$ cat config.mk
export PLATFORM = sky130hd
export DESIGN_NAME = bus_copy_dma
export DESIGN_NICKNAME = d
export VERILOG_FILES = /design/src/rtl/bus_copy_dma.sv
export SDC_FILE = /design/constraint.sdc
export NUM_CORES = 1
export LEC_CHECK = 0
export BUFFER_PORTS_ARGS = -buffer_cell sky130_fd_sc_hd__clkbuf_2
export CORE_ASPECT_RATIO = 0.7
export CORE_MARGIN = 4
export CORE_UTILIZATION = 59
export DETAILED_ROUTE_END_ITERATION = 8
export PLACE_DENSITY = 0.86
export RECOVER_POWER = 50
export SYNTH_ARGS = -nofsm -noshare
export SYNTH_HDL_FRONTEND = slang
export SYNTH_SLANG_ARGS = --single-unit
export TNS_END_PERCENT = 100
$ cat constraint.sdc
create_clock -name clk -period 7.75 [get_ports clk]
set_clock_uncertainty 0.2 [all_clocks]
set_input_delay 2.325 -clock clk [delete_from_list [all_inputs] [get_ports clk]]
set_output_delay 2.325 -clock clk [all_outputs]
set_load 0.1 [all_outputs]
$ cat src/rtl/bus_copy_dma.sv
// bus_copy_dma: copies a byte range between bus addresses, one read then one write per unit.
// Optional response timeout: define BUS_COPY_DMA_TIMEOUT_EN.
`ifndef BUS_WIDTH
`define BUS_WIDTH 32
`endif
`ifndef BUS_ACC_WIDTH
`define BUS_ACC_WIDTH 2
`endif
`ifndef BUS_ACC_1B
`define BUS_ACC_1B 2'd0
`endif
`ifndef BUS_ACC_2B
`define BUS_ACC_2B 2'd1
`endif
`ifndef BUS_ACC_4B
`define BUS_ACC_4B 2'd2
`endif

module bus_copy_dma #(
  parameter int unsigned AW = 24,
  parameter int unsigned LW = 16
`ifdef BUS_COPY_DMA_TIMEOUT_EN
  ,
  parameter int unsigned TIMEOUT = 255
`endif
) (
  input  logic                      clk,
  input  logic                      rstn,
  input  logic                      start,
  input  logic [AW-1:0]             src,
  input  logic [AW-1:0]             dst,
  input  logic [LW-1:0]             len,
  output logic                      busy,
  output logic                      done,
  output logic                      err,
  output logic [AW-1:0]             err_addr,
  output logic [AW-1:0]             addr,
  output logic                      w_rb,
  output logic [`BUS_ACC_WIDTH-1:0] acc,
  input  logic [`BUS_WIDTH-1:0]     rdata,
  output logic [`BUS_WIDTH-1:0]     wdata,
  output logic                      req,
  input  logic                      resp,
  input  logic                      fault
);

  localparam int unsigned BW   = `BUS_WIDTH;
  localparam int unsigned ACCW = `BUS_ACC_WIDTH;

  typedef enum logic [2:0] {IDLE, RD_REQ, RD_WAIT, WR_REQ, WR_WAIT} state_t;

  state_t        state;
  logic [AW-1:0] cur_src;
  logic [AW-1:0] cur_dst;
  logic [LW-1:0] rem;
  logic [2:0]    unit_n;

  logic [AW-1:0] nxt_src;
  logic [AW-1:0] nxt_dst;
  logic [LW-1:0] nxt_rem;
  logic [2:0]    first_n;
  logic [2:0]    next_n;

`ifdef BUS_COPY_DMA_TIMEOUT_EN
  localparam int unsigned CW = ($clog2(TIMEOUT + 1) > 8) ? $clog2(TIMEOUT + 1) : 8;
  logic [CW-1:0] wait_cnt;
`endif

  // Largest unit allowed by the joint alignment of both pointers and the bytes left.
  function automatic logic [2:0] unit_size(input logic [AW-1:0] s, input logic [AW-1:0] d,
                                           input logic [LW-1:0] r);
    if (s[1:0] == 2'b00 && d[1:0] == 2'b00 && r >= LW'(4)) return 3'd4;
    if (!s[0] && !d[0] && r >= LW'(2)) return 3'd2;
    return 3'd1;
  endfunction

  function automatic logic [ACCW-1:0] acc_code(input logic [2:0] n);
    case (n)
      3'd4:    return `BUS_ACC_4B;
      3'd2:    return `BUS_ACC_2B;
      default: return `BUS_ACC_1B;
    endcase
  endfunction

  function automatic logic [BW-1:0] byte_mask(input logic [2:0] n);
    logic [BW-1:0] m;
    m = '0;
    for (int i = 0; i < int'(BW / 8); i++) begin
      if (i < int'(n)) m[8*i +: 8] = 8'hFF;
    end
    return m;
  endfunction

  assign nxt_src = cur_src + AW'(unit_n);
  assign nxt_dst = cur_dst + AW'(unit_n);
  assign nxt_rem = rem - LW'(unit_n);
  assign first_n = unit_size(src, dst, len);
  assign next_n  = unit_size(nxt_src, nxt_dst, nxt_rem);

  always_ff @(posedge clk) begin
    if (!rstn) begin
      state    <= IDLE;
      cur_src  <= '0;
      cur_dst  <= '0;
      rem      <= '0;
      unit_n   <= 3'd1;
      busy     <= 1'b0;
      done     <= 1'b0;
      err      <= 1'b0;
      err_addr <= '0;
      addr     <= '0;
      w_rb     <= 1'b0;
      acc      <= `BUS_ACC_1B;
      wdata    <= '0;
      req      <= 1'b0;
`ifdef BUS_COPY_DMA_TIMEOUT_EN
      wait_cnt <= '0;
`endif
    end else begin
      done <= 1'b0;
      err  <= 1'b0;
      case (state)
        IDLE: begin
          if (start) begin
            if (len != '0) begin
              cur_src  <= src;
              cur_dst  <= dst;
              rem      <= len;
              err_addr <= '0;
              busy     <= 1'b1;
              unit_n   <= first_n;
              acc      <= acc_code(first_n);
              addr     <= src;
              w_rb     <= 1'b0;
              req      <= 1'b1;
`ifdef BUS_COPY_DMA_TIMEOUT_EN
              wait_cnt <= '0;
`endif
              state    <= RD_REQ;
            end else begin
              done <= 1'b1;
            end
          end
        end
        RD_REQ, WR_REQ: begin
          // fault is a same-cycle reject of the request just presented
          req <= 1'b0;
          if (fault) begin
            err      <= 1'b1;
            err_addr <= addr;
            busy     <= 1'b0;
            state    <= IDLE;
          end else begin
            state <= (state == RD_REQ) ? RD_WAIT : WR_WAIT;
          end
        end
        RD_WAIT: begin
          if (resp) begin
            wdata <= rdata & byte_mask(unit_n);
            addr  <= cur_dst;
            w_rb  <= 1'b1;
            req   <= 1'b1;
`ifdef BUS_COPY_DMA_TIMEOUT_EN
            wait_cnt <= '0;
`endif
            state <= WR_REQ;
          end
`ifdef BUS_COPY_DMA_TIMEOUT_EN
          else if (wait_cnt == CW'(TIMEOUT - 1)) begin
            err      <= 1'b1;
            err_addr <= addr;
            busy     <= 1'b0;
            state    <= IDLE;
          end else begin
            wait_cnt <= wait_cnt + CW'(1);
          end
`endif
        end
        WR_WAIT: begin
          if (resp) begin
            cur_src <= nxt_src;
            cur_dst <= nxt_dst;
            rem     <= nxt_rem;
            if (nxt_rem == '0) begin
              done  <= 1'b1;
              busy  <= 1'b0;
              state <= IDLE;
            end else begin
              unit_n <= next_n;
              acc    <= acc_code(next_n);
              addr   <= nxt_src;
              w_rb   <= 1'b0;
              req    <= 1'b1;
`ifdef BUS_COPY_DMA_TIMEOUT_EN
              wait_cnt <= '0;
`endif
              state  <= RD_REQ;
            end
          end
`ifdef BUS_COPY_DMA_TIMEOUT_EN
          else if (wait_cnt == CW'(TIMEOUT - 1)) begin
            err      <= 1'b1;
            err_addr <= addr;
            busy     <= 1'b0;
            state    <= IDLE;
          end else begin
            wait_cnt <= wait_cnt + CW'(1);
          end
`endif
        end
        default: state <= IDLE;
      endcase
    end
  end

endmodule

### Word-level counts from Yosys, hierarchy flattened

Index checks and enable logic that the tools add are counted.

| cells by class | value |
|---|---|
| add/sub/neg operators | 3 |
| order comparisons | 8 |
| equality and inequality tests | 15 |
| mux-type cells | 91 |
| bitwise logic cells | 1 |
| reductions and logical operators | 34 |

Operators by type and width:

| cell | count |
|---|---|
| $mux 24 | 12 |
| $pmux 24 s2 | 3 |
| $mux 8 | 16 |
| $pmux 24 s3 | 1 |
| $mux 3 | 18 |
| $add 24x3->24 | 2 |
| $mux 16 | 3 |
| $and 32x32->32 | 1 |
| $ge 16x2->1 const B | 2 |
| $ge 16x3->1 const B | 2 |
| $pmux 16 s2 | 1 |
| $mux 1 | 24 |
| $reduce_and 6->1 | 3 |
| $logic_not 16->1 | 1 |
| $reduce_bool 16->1 | 1 |
| $sub 16x3->16 | 1 |
| $ne 2x2->1 const B | 7 |
| $eq 3x2->1 const B | 4 |
| $pmux 2 s2 | 3 |
| $pmux 3 s4 | 1 |
| $reduce_and 4->1 | 3 |
| $eq 3x3->1 const B | 3 |
| $logic_and 1x1->1 | 8 |
| $logic_not 2->1 | 4 |
| 16 further kinds | 28 |

| word-level totals | value |
|---|---|
| flip-flop bits (word level) | 157 |
| input bits | 101 |
| output and inout port bits | 87 |
| word-level logic and storage cells | 166 |

### Longest topological paths before layout

| depth | value |
|---|---|
| depth in word-level cells | 13 |
| mapped depth | 13 |
| gate-level depth less buffers | 10 |

### Least setup slack after synthesis

Ideal clock, no wire load.

| path | value |
|---|---|
| path kind | input to register |
| start | input len[3] |
| end | register cur_dst[9] |
| setup time | 0.115 ns |
| data arrival time | 4.219 ns |
| data required time | 7.435 ns |
| path slack | 3.216 ns |
| stages on the path | 8 |
| path buffers | 2 |
| path through | nor4_1 -> nand4_1 -> o311a_1 -> o21ai_1 -> clkbuf_1 -> clkbuf_1 -> nor2_1 -> o21a_1 |

| on the way | value |
|---|---|
| word-level cells in the longest chain between the ends | 3 |

Ends and longest elaborated chain:

| item | line | source |
|---|---|---|
| start, declared | 32 | `input logic [LW-1:0] len,` |
| $reduce_bool 16->1 | 125 | `if (len != '0) begin` |
| $ne 2x2->1 (no source line) | -- |  |
| $reduce_and 4->1 (no source line) | -- |  |
| end signal, assigned | 127 | `cur_dst <= dst;` |
| end signal, assigned | 182 | `cur_dst <= nxt_dst;` |
| end, declared | 54 | `logic [AW-1:0] cur_dst;` |

No other way between the ends.
A chain may end at the register's enable or synchronous reset.

==> impl_metrics.tcl <==
set metrics [dict create \
    cts.sinks 155 \
    yosys.area.top_type_share_pct 35.8 \
    critPathBufInv 2 \
    io_buffers 187 \
    power_density_mw_per_mm2 215 \
    criticalPathCategory "input port to register" \
    clkSlewWorstSetupHoldPaths_ps 70 \
    crit_path_start_kind "input port" \
    cp_slowest_cell "clkbuf_1" \
    core_mm2 0.0141 \
    p_int_mw 1.43 \
    cts_tree "yes" \
    grt_pass1_vias 8037 \
    die_area_mm2 0.0167 \
    synthCells 1103 \
    ir_drop_mv 0.148 \
    grtUsageTotal_pct 30.3 \
    syn_avg_cell_area_um2 7.85 \
    synth_enable_flop_cells 0 \
    period_share_pct 74.9 \
    synthTopCellsByCount "155 x dfxtp_1, 155 x nand2_1, 78 x clkbuf_1" \
    hold_viol 0 \
    ant_nets 0 \
    tns_ps 0 \
    post_cts_resized 0 \
    r2r_setup_slack_ps 3380 \
    violations "capacitance limit, slew limit" \
    drt_iter0_drc 1083 \
    worst_slack_ps 1950 \
    cts_buffers 17 \
    max_slew_margin_pct -95.7 \
    synth_area_mm2 0.00866 \
    hpwlAfterDp_mm 18.4 \
    cp_top_family "buffers and inverters" \
    totalWireLength_mm 26.4 \
    drtPass1Iterations 5 \
    area_growth_pct 15.7 \
    rows 36 \
    clockRootBuffer "clkbuf_16" \
    status "finished with violations" \
    drv_slew 117 \
    yosysWarnings 0 \
    clockBufferDepth 2 \
    start_util_pct 61.2 \
    die_h_um 109 \
    cts_max_level 4 \
    antenna_found_initial 4 \
    cp.required_ps 7890 \
    path_max_fanout 101 \
    yosysTopAreaCell "dfxtp_1" \
    setup_viol 0 \
    via_per_inst 6.26 \
    endpoint_kind "register" \
    max_slew.worst_pin.slew_ps 2940 \
    netSwitchingFraction_pct 33.7 \
    seq_area_frac_synth_pct 35.8 \
    overflow 0 \
    grt_pass1_wl_mm 41.4 \
    p_leak_nw 3.91 \
    max_freq_mhz 172 \
    synth.top_cells.by_area "dfxtp_1 36%, nand2_1 6.7%, o21ai_0 4.4%" \
    wl_per_cell_um 18.4 \
    cap_violations 2 \
    hp-class "register to register" \
    drive_gt1_share_pct 13.2 \
    pwr-share-clk_pct 37.6 \
    yosysUniqueCellTypes 69 \
    nNetsFinal 1346 \
    hold_buffers 0 \
    vias 8987 \
    diodes 0 \
    critPathArrivalTime_ps 5950 \
    worstPathCellList "clkbuf_1 > buf_4 > o21ai_0 > mux2i_1" \
    die_w_um 153 \
    route.detailed.drc 0 \
    power.combinational.fraction_pct 20.6 \
    place_ws_ps 2380 \
    gp_congestion 0.996 \
    seqPwrFrac_pct 41.7 \
    synth-main-ff-cell "dfxtp_1" \
    rsz0062_at_grt "no" \
    finalCriticalPeriod_ps 5800 \
    crit_path_max_incr_delay_ps 2040 \
    ios 188 \
    clk_latency_ps 420 \
    synth_nets 1216 \
    synthArstFlopShare_pct 0 \
    post_cts_buffers 0 \
    power.switching_mw 0.723 \
    grt_max_degree 118 \
    ys_ff_latch 155 \
]
==> placed cells by master (no fill, tap or decap), types with 21 or more instances in the layout <==
cell type / synthesis / routed
mux2i_1: 27 / 27
nor3_1: 24 / 23
nor4_1: 21 / 21
dfxtp_1: 155 / 155
o21ai_0: 76 / 76
nor2_1: 76 / 76
nand3_1: 53 / 53
nand2_1: 155 / 154
clkbuf_2: 0 / 100
a21oi_1: 59 / 59
a22oi_1: 50 / 50
nor2b_1: 45 / 45
a21boi_0: 41 / 41
clkbuf_1: 78 / 88
==> logic make-up (layout without fill, tap and decap cells) <==
logic type	after synthesis	count (layout)	share of synthesized area, %
compound gates	341	341	26.7
xor+xnor	16	16	1.71
fa+ha+maj	12	12	1.99
buf+inv	102	245	4.97
flops	155	155	35.8
mux	28	28	3.25
simple gates	449	449	25.5
==> final cells by class <==
type	count	area, um2
Inverter	17	63.8
Tap cell	190	238
Clock buffer	18	429
Timing Repair Buffer	196	895
Sequential cell	155	3100
Fill cell	1194	4130
Multi-Input combinational cell	846	5150
Clock inverter	14	136
==> flip-flops by register name (all words and copies together) (netlist names), 3 cells and up <==
register  count
wdata        32
addr         24
cur_dst      24
cur_src      24
err_addr     24
rem          16
state         3
unit_n        3
==> worst register-to-register path, stage by stage, from the launching register on <==
cell      delay [ps]
dfxtp_1          730
inv_1            200
ha_1             460
nor2b_1          520
o21ai_0          320
a211oi_1         390
nor2_1           130
nor4_4           540
o21a_1           180
buf_4            350
mux2i_1          280
==> path summary, 6_finish.rpt <==
check	endpoint	cells past startpoint	from
min reg2reg	wdata[3]	2	wdata[3]
max	addr[10]	4	rstn
max reg2reg	addr[5]	10	unit_n[2]
min	wdata[3]	2	wdata[3]
==> power by group through the flow <==
stage / clock network [mW] / logic (mW) / registers (mW)
after floorplan: 0 / 0.239 / 0.999
after global placement: 0 / 0.428 / 0.909
after detailed placement: 0 / 0.435 / 0.910
after CTS: 0.812 / 0.439 / 0.894
after global routing: 0.847 / 0.475 / 0.901
final: 0.809 / 0.444 / 0.896
==> through the flow <==
| step | cells | total power, mW | util (%) | instance area (um2) | hold slack (ps) |
|---|---|---|---|---|---|
| 3_5_place_dp | 1404 | 1.35 | 67.6 | 9560 | 258 |
| 4_1_cts | 1436 | 2.14 | 71.6 | 10100 | 266 |
| 6_report | 1436 | 2.15 | 70.8 | 10000 | 266 |
| 5_1_grt | 1436 | 2.22 | 70.8 | 10000 | 288 |
| 2_1_floorplan | 1103 | 1.24 | - | 8660 | 258 |
| 3_3_place_gp | 1404 | 1.34 | 67.6 | 9560 | 249 |
==> per-layer routing <==
metal / GRT usage [%] / wire (um) / vias to the layer above
li1: - / - / 4249
met1: 41.0 / 11200 / 4131
met2: 45.1 / 11000 / 531
met3: 12.0 / 3600 / 68
met4: 9.03 / 583 / 8
met5: 0.893 / 57 / -
No activity file was read; power rests on OpenSTA's default activity.
